<file path="config.mk">
export PLATFORM = sky130hd
export DESIGN_NAME = wb_cmd_master
export DESIGN_NICKNAME = d
export VERILOG_FILES = /design/src/rtl/wb_cmd_master_pkg.sv /design/src/rtl/wb_cmd_wdog.sv /design/src/rtl/wb_cmd_master.sv
export SDC_FILE = /design/constraint.sdc
export NUM_CORES = 1
export LEC_CHECK = 0
export CORE_MARGIN = 1.5
export CORE_UTILIZATION = 45
export DETAILED_ROUTE_END_ITERATION = 8
export GPL_TIMING_DRIVEN = 0
export PLACE_DENSITY = 0.86
export SYNTH_ARGS = -nofsm -noshare
export SYNTH_HDL_FRONTEND = slang
export SYNTH_HIERARCHICAL = 1
export SYNTH_SLANG_ARGS = --single-unit
</file>
<file path="constraint.sdc">
create_clock -name clk -period 4.2 [get_ports clk]
set_input_delay 0.42 -clock clk [delete_from_list [all_inputs] [get_ports clk]]
set_output_delay 0.42 -clock clk [all_outputs]
set_load 0.01 [all_outputs]
</file>
<file path="src/rtl/wb_cmd_master_pkg.sv">
// Shared defaults and FSM state encoding for the Wishbone command master.
package wb_cmd_master_pkg;

    localparam int AW_DEF   = 8;
    localparam int LW_DEF   = 4;
    localparam int TO_W_DEF = 8;

    typedef enum logic [1:0] {
        IDLE = 2'd0,
        BUS  = 2'd1,
        RSP  = 2'd2
    } state_t;

endpackage

</file>
<file path="src/rtl/wb_cmd_wdog.sv">
// Bus-cycle watchdog: cleared on entry to a bus cycle, counts while enabled,
// flags expiry when the count reaches all-ones.
module wb_cmd_wdog #(
    parameter int W = 8
) (
    input  logic clk,
    input  logic rst,
    input  logic clr,
    input  logic en,
    output logic expired
);

    logic [W-1:0] cnt;

    always_ff @(posedge clk or posedge rst) begin
        if (rst) begin
            cnt <= '0;
        end else if (clr) begin
            cnt <= '0;
        end else if (en && !expired) begin
            cnt <= cnt + W'(1);
        end
    end

    assign expired = en && (cnt == '1);

endmodule

</file>
<file path="src/rtl/wb_cmd_master.sv">
// Wishbone initiator driven by a valid/ready command stream, one response per beat.
// Optional bus timeout enabled by defining WB_CMD_TIMEOUT_EN.
module wb_cmd_master
    import wb_cmd_master_pkg::*;
#(
    parameter int AW = AW_DEF,
    parameter int LW = LW_DEF
`ifdef WB_CMD_TIMEOUT_EN
    ,
    parameter int TO_W = TO_W_DEF
`endif
) (
    input  logic          clk,
    input  logic          rst,
    // Handshakes on cmd_* and rsp_*: a transfer happens on a rising clk edge
    // where valid and ready are both high; valid holds its payload until then.
    input  logic          cmd_valid,
    output logic          cmd_ready,
    input  logic          cmd_we,
    input  logic [AW-1:0] cmd_addr,
    input  logic [31:0]   cmd_wdata,
    input  logic [LW-1:0] cmd_len,
    output logic          rsp_valid,
    input  logic          rsp_ready,
    output logic [31:0]   rsp_rdata,
    output logic          rsp_err,
    output logic          rsp_last,
    output logic [AW-1:0] wb_addr,
    output logic [31:0]   wb_wdata,
    output logic          wb_we,
    output logic          wb_cyc,
    input  logic [31:0]   wb_rdata,
    input  logic          wb_ack,
    output state_t        dbg_state
);

    state_t        state_q, state_d;
    logic [LW-1:0] beats_q;
    logic          more_beats;
    logic          expire;

    assign more_beats = (beats_q != '0);
    assign dbg_state  = state_q;

    always_ff @(posedge clk or posedge rst) begin
        if (rst) begin
            state_q <= IDLE;
        end else begin
            state_q <= state_d;
        end
    end

    always_comb begin
        state_d   = state_q;
        cmd_ready = 1'b0;
        case (state_q)
            IDLE: begin
                cmd_ready = ~rst;
                if (cmd_valid) begin
                    state_d = BUS;
                end
            end
            BUS: begin
                if (wb_ack || expire) begin
                    state_d = RSP;
                end
            end
            RSP: begin
                if (rsp_ready) begin
                    state_d = more_beats ? BUS : IDLE;
                end
            end
            default: state_d = IDLE;
        endcase
    end

    // cyc drops on the ack edge so a slave never sees cyc in the cycle after its ack.
    always_ff @(posedge clk or posedge rst) begin
        if (rst) begin
            wb_cyc    <= 1'b0;
            wb_we     <= 1'b0;
            wb_addr   <= '0;
            wb_wdata  <= '0;
            beats_q   <= '0;
            rsp_valid <= 1'b0;
            rsp_rdata <= '0;
            rsp_last  <= 1'b0;
        end else begin
            case (state_q)
                IDLE: begin
                    if (cmd_valid) begin
                        wb_addr  <= cmd_addr;
                        wb_we    <= cmd_we;
                        wb_wdata <= cmd_wdata;
                        beats_q  <= cmd_len;
                        wb_cyc   <= 1'b1;
                    end
                end
                BUS: begin
                    if (wb_ack) begin
                        wb_cyc    <= 1'b0;
                        rsp_rdata <= wb_we ? 32'h0 : wb_rdata;
                        rsp_last  <= ~more_beats;
                        rsp_valid <= 1'b1;
                    end else if (expire) begin
                        // Timed-out beat ends the command; remaining beats are dropped.
                        wb_cyc    <= 1'b0;
                        rsp_rdata <= '0;
                        rsp_last  <= 1'b1;
                        rsp_valid <= 1'b1;
                        beats_q   <= '0;
                    end
                end
                RSP: begin
                    if (rsp_ready) begin
                        rsp_valid <= 1'b0;
                        if (more_beats) begin
                            wb_addr <= wb_addr + AW'(1);
                            beats_q <= beats_q - LW'(1);
                            wb_cyc  <= 1'b1;
                        end
                    end
                end
                default: ;
            endcase
        end
    end

`ifdef WB_CMD_TIMEOUT_EN
    logic wdog_clr;

    assign wdog_clr = ((state_q == IDLE) && cmd_valid) ||
                      ((state_q == RSP) && rsp_ready && more_beats);

    wb_cmd_wdog #(
        .W(TO_W)
    ) u_wdog (
        .clk     (clk),
        .rst     (rst),
        .clr     (wdog_clr),
        .en      (state_q == BUS),
        .expired (expire)
    );

    always_ff @(posedge clk or posedge rst) begin
        if (rst) begin
            rsp_err <= 1'b0;
        end else if (state_q == BUS) begin
            if (wb_ack) begin
                rsp_err <= 1'b0;
            end else if (expire) begin
                rsp_err <= 1'b1;
            end
        end
    end
`else
    assign expire  = 1'b0;
    assign rsp_err = 1'b0;
`endif

endmodule

</file>
==> results.cfg <==
[run_status]
status = completed

[cells_and_area]
area_growth_pct = 54.4
nets = 578
fin_cells = 600
fin_area_um2 = 5510
diodes = 0
drive_above_1_share_pct = 13.7

[sta]
setup_tns_ns = 0
finalCritPeriodShare_pct = 50.8
max_freq_mhz = 469
setup_viol = 0
worst_slack_ns = 2.07
rsz0062_at_grt = false
drv_slew = 0
finalHoldViolCount = 0
finalClockSkew_ns = 0.0147
period_minus_slack_ns = 2.13

[floorplan]
ioPinCount = 162
dieArea_um2 = 8480
fp.dieW_um = 92.1
placementRows = 32
die_h_um = 92.1
core-area_um2 = 7690
initial_core_util_pct = 46.5

[clock_tree]
cts_max_path_buffers = 2
cts_made_buffers = 9
path_clk_slew_ns = 0.08
post_cts_resized = 0
h-tree-depth = 3
post_cts_buffers = 0
hold_buffers = 0
cts_tree = done
insertion_delay_ns = 0.34
numClockSinks = 82
ctsRootBufferMaster = clkbuf_8

[global_route]
grt_max_degree = 49
grt_overflow = 0
antenna_found_initial = 0
grt_pass1_vias = 3011
grt_first_pass_wirelength_um = 14300
grt_usage_pct = 21.3

[route]
drc = 0
drt_iter0_markers = 101
vias = 3024
dr.pass1.iters = 4
ant_nets = 0
wl_per_cell_um = 14.8
wl_um = 8890
drt-vias-per-instance = 5.04

[setup_path]
crit_type = reg2out
critPathLaunchType = register
cp-end-kind = primary output
critPathArrivalTime_ns = 1.71
regToRegStartpoint = beats_q[0]
regToRegSetupSlack_ns = 2.35
crit_required_ns = 3.78
cp_max_fo = 10
endpoint = cmd_ready
critPathLaunch = dbg_state[0]
reg2reg_to = wb_addr[5]
reg2reg_depth = 7

[yosys]
muxShareOfSynthArea_pct = 11.5
synth-simple-area-share_pct = 15.3
synth.distinct_cells = 41
synth_compound_area_share_pct = 11.1
synthTopCellsByCount = 82 x dfrtp_1, 46 x nand2_1, 41 x o21ai_0, 33 x nand2b_1, 30 x mux2_2
avgSynthCellArea_um2 = 11.1
yosys.area.top_type = dfrtp_1
synthAdderAreaFrac_pct = 0.701
syn_inst = 322
synth_warnings = 6
netlist_area_um2 = 3570
ys_ff_latch = 82
synth_area_leaders = dfrtp_1 57%, mux2_2 9.5%, nand2b_1 5.8%, o21ai_0 5.7%, nand2_1 4.8%
synth-async-reset-ratio_pct = 100
synth.top_cell.area_share_pct = 57.5
synth_xor_area_share_pct = 0
ys.flop_type = dfrtp_1
ys_seq_area_share_pct = 57.5
syn-num-nets = 406
synth_top_family_by_area = simple AND/OR/NAND/NOR gates
synth_edf_count = 0
yosysMostFrequentCell = dfrtp_1

[power_and_ir_drop]
cellPowerDensity_nw_per_um2 = 708
leakagePower_nw = 2.30
p_total_mw = 3.91
vdd_drop_max_mv = 0.349

[job]
maxCapViolCount = 0

[placed_design]
port_buffers = 160
gp_congestion = 0.760
placed_area_um2 = 5330
dpl.cell_count = 585
dp_worst_setup_slack_ns = 2.01
hpwlAfterDp_um = 6590

[hold_path]
hold_class = in2async
-- cells by family (layout without fill, tap and decap cells) --
group,Yosys count,count (layout)
AND/OR/NAND/NOR,106,106
flip-flops,82,82
AO/OA/AOI/OAI,66,66
multiplexers,37,37
buffers and inverters,28,204
adder cells (fa/ha/maj),2,2
other,1,1
-- metal layers --
layer | global-route usage, % | share of wire (%) | vias up | routed length (um)
met5 | 0 | 0 | - | 0
met1 | 26.5 | 43 | 1459 | 3790
met2 | 35.8 | 49 | 104 | 4330
li1 | - | - | 1447 | -
met4 | 7.95 | 1.6 | 0 | 145
met3 | 5.39 | 7.0 | 14 | 623
-- final cells by class --
| class | count | area, um^2 |
|---|---|---|
| buffer | 21 | 110 |
| clock buffer | 10 | 128 |
| clock inverter | 5 | 56.3 |
| fill | 589 | 2170 |
| inverter | 7 | 28.8 |
| multi-input combinational | 212 | 1380 |
| sequential | 82 | 2050 |
| tap | 102 | 128 |
| timing repair buffer | 161 | 1630 |
-- registers in the layout (all words and copies together), names as in the netlist --
signal / cells
beats_q: 4
wb_we: 1
dbg_state: 2
rsp_last: 1
wb_addr: 8
wb_cyc: 1
rsp_valid: 1
rsp_rdata: 32
wb_wdata: 32
-- where the power goes --
group	switching (mW)	internal, mW
Sequential	0.234	1.17
Clock	0.275	0.271
Combinational	0.839	1.12
-- per-stage QoR --
step                      utilization, %  hold WS (ns)
after floorplan                        -         0.508
after detailed placement            69.3         0.470
after CTS                           71.7         0.488
final                               71.7         0.477
after global routing                71.7         0.511
after global placement              68.9         0.461
-- critical path, cell delays in order, from the launching register on --
cell and delay, ns:
dfrtp_1 0.38, buf_2 0.20, nor3_1 0.20, clkdlybuf4s50_1 0.60
-- layout by cell type (no fill, tap or decap), types with 2 or more instances in the layout --
cell type and count:
nor3_1 4, dfrtp_1 82, nand4_1 2, nor2_1 6, o22ai_1 3, nand3_1 6, nand2_1 46, o21ai_0 41
clkinv_2 2, a22oi_1 2, clkbuf_1 8, mux2_2 30, clkbuf_8 9, o211ai_1 2, inv_1 6, clkdlybuf4s50_1 160
buf_2 7, buf_4 6, ha_1 2, a21oi_1 7, nand2b_1 33, mux2i_1 4, mux2_1 3, a31o_2 2
-- worst min path at each step --
| stage | slack [ns] | end | cells after the start | start |
|---|---|---|---|---|
| 2_1_floorplan | 0.51 | rsp_valid | 2 | rsp_valid |
| 3_3_place_gp | 0.46 | rsp_rdata[2] | 2 | rsp_rdata[2] |
| 3_5_place_dp | 0.47 | rsp_rdata[16] | 2 | rsp_rdata[16] |
| 4_1_cts | 0.49 | rsp_rdata[8] | 2 | rst |
| 5_1_grt | 0.51 | rsp_rdata[1] | 2 | rsp_rdata[1] |
| 6_report | 0.48 | wb_cyc | 2 | rst |
(Power assumes the default switching activity.)
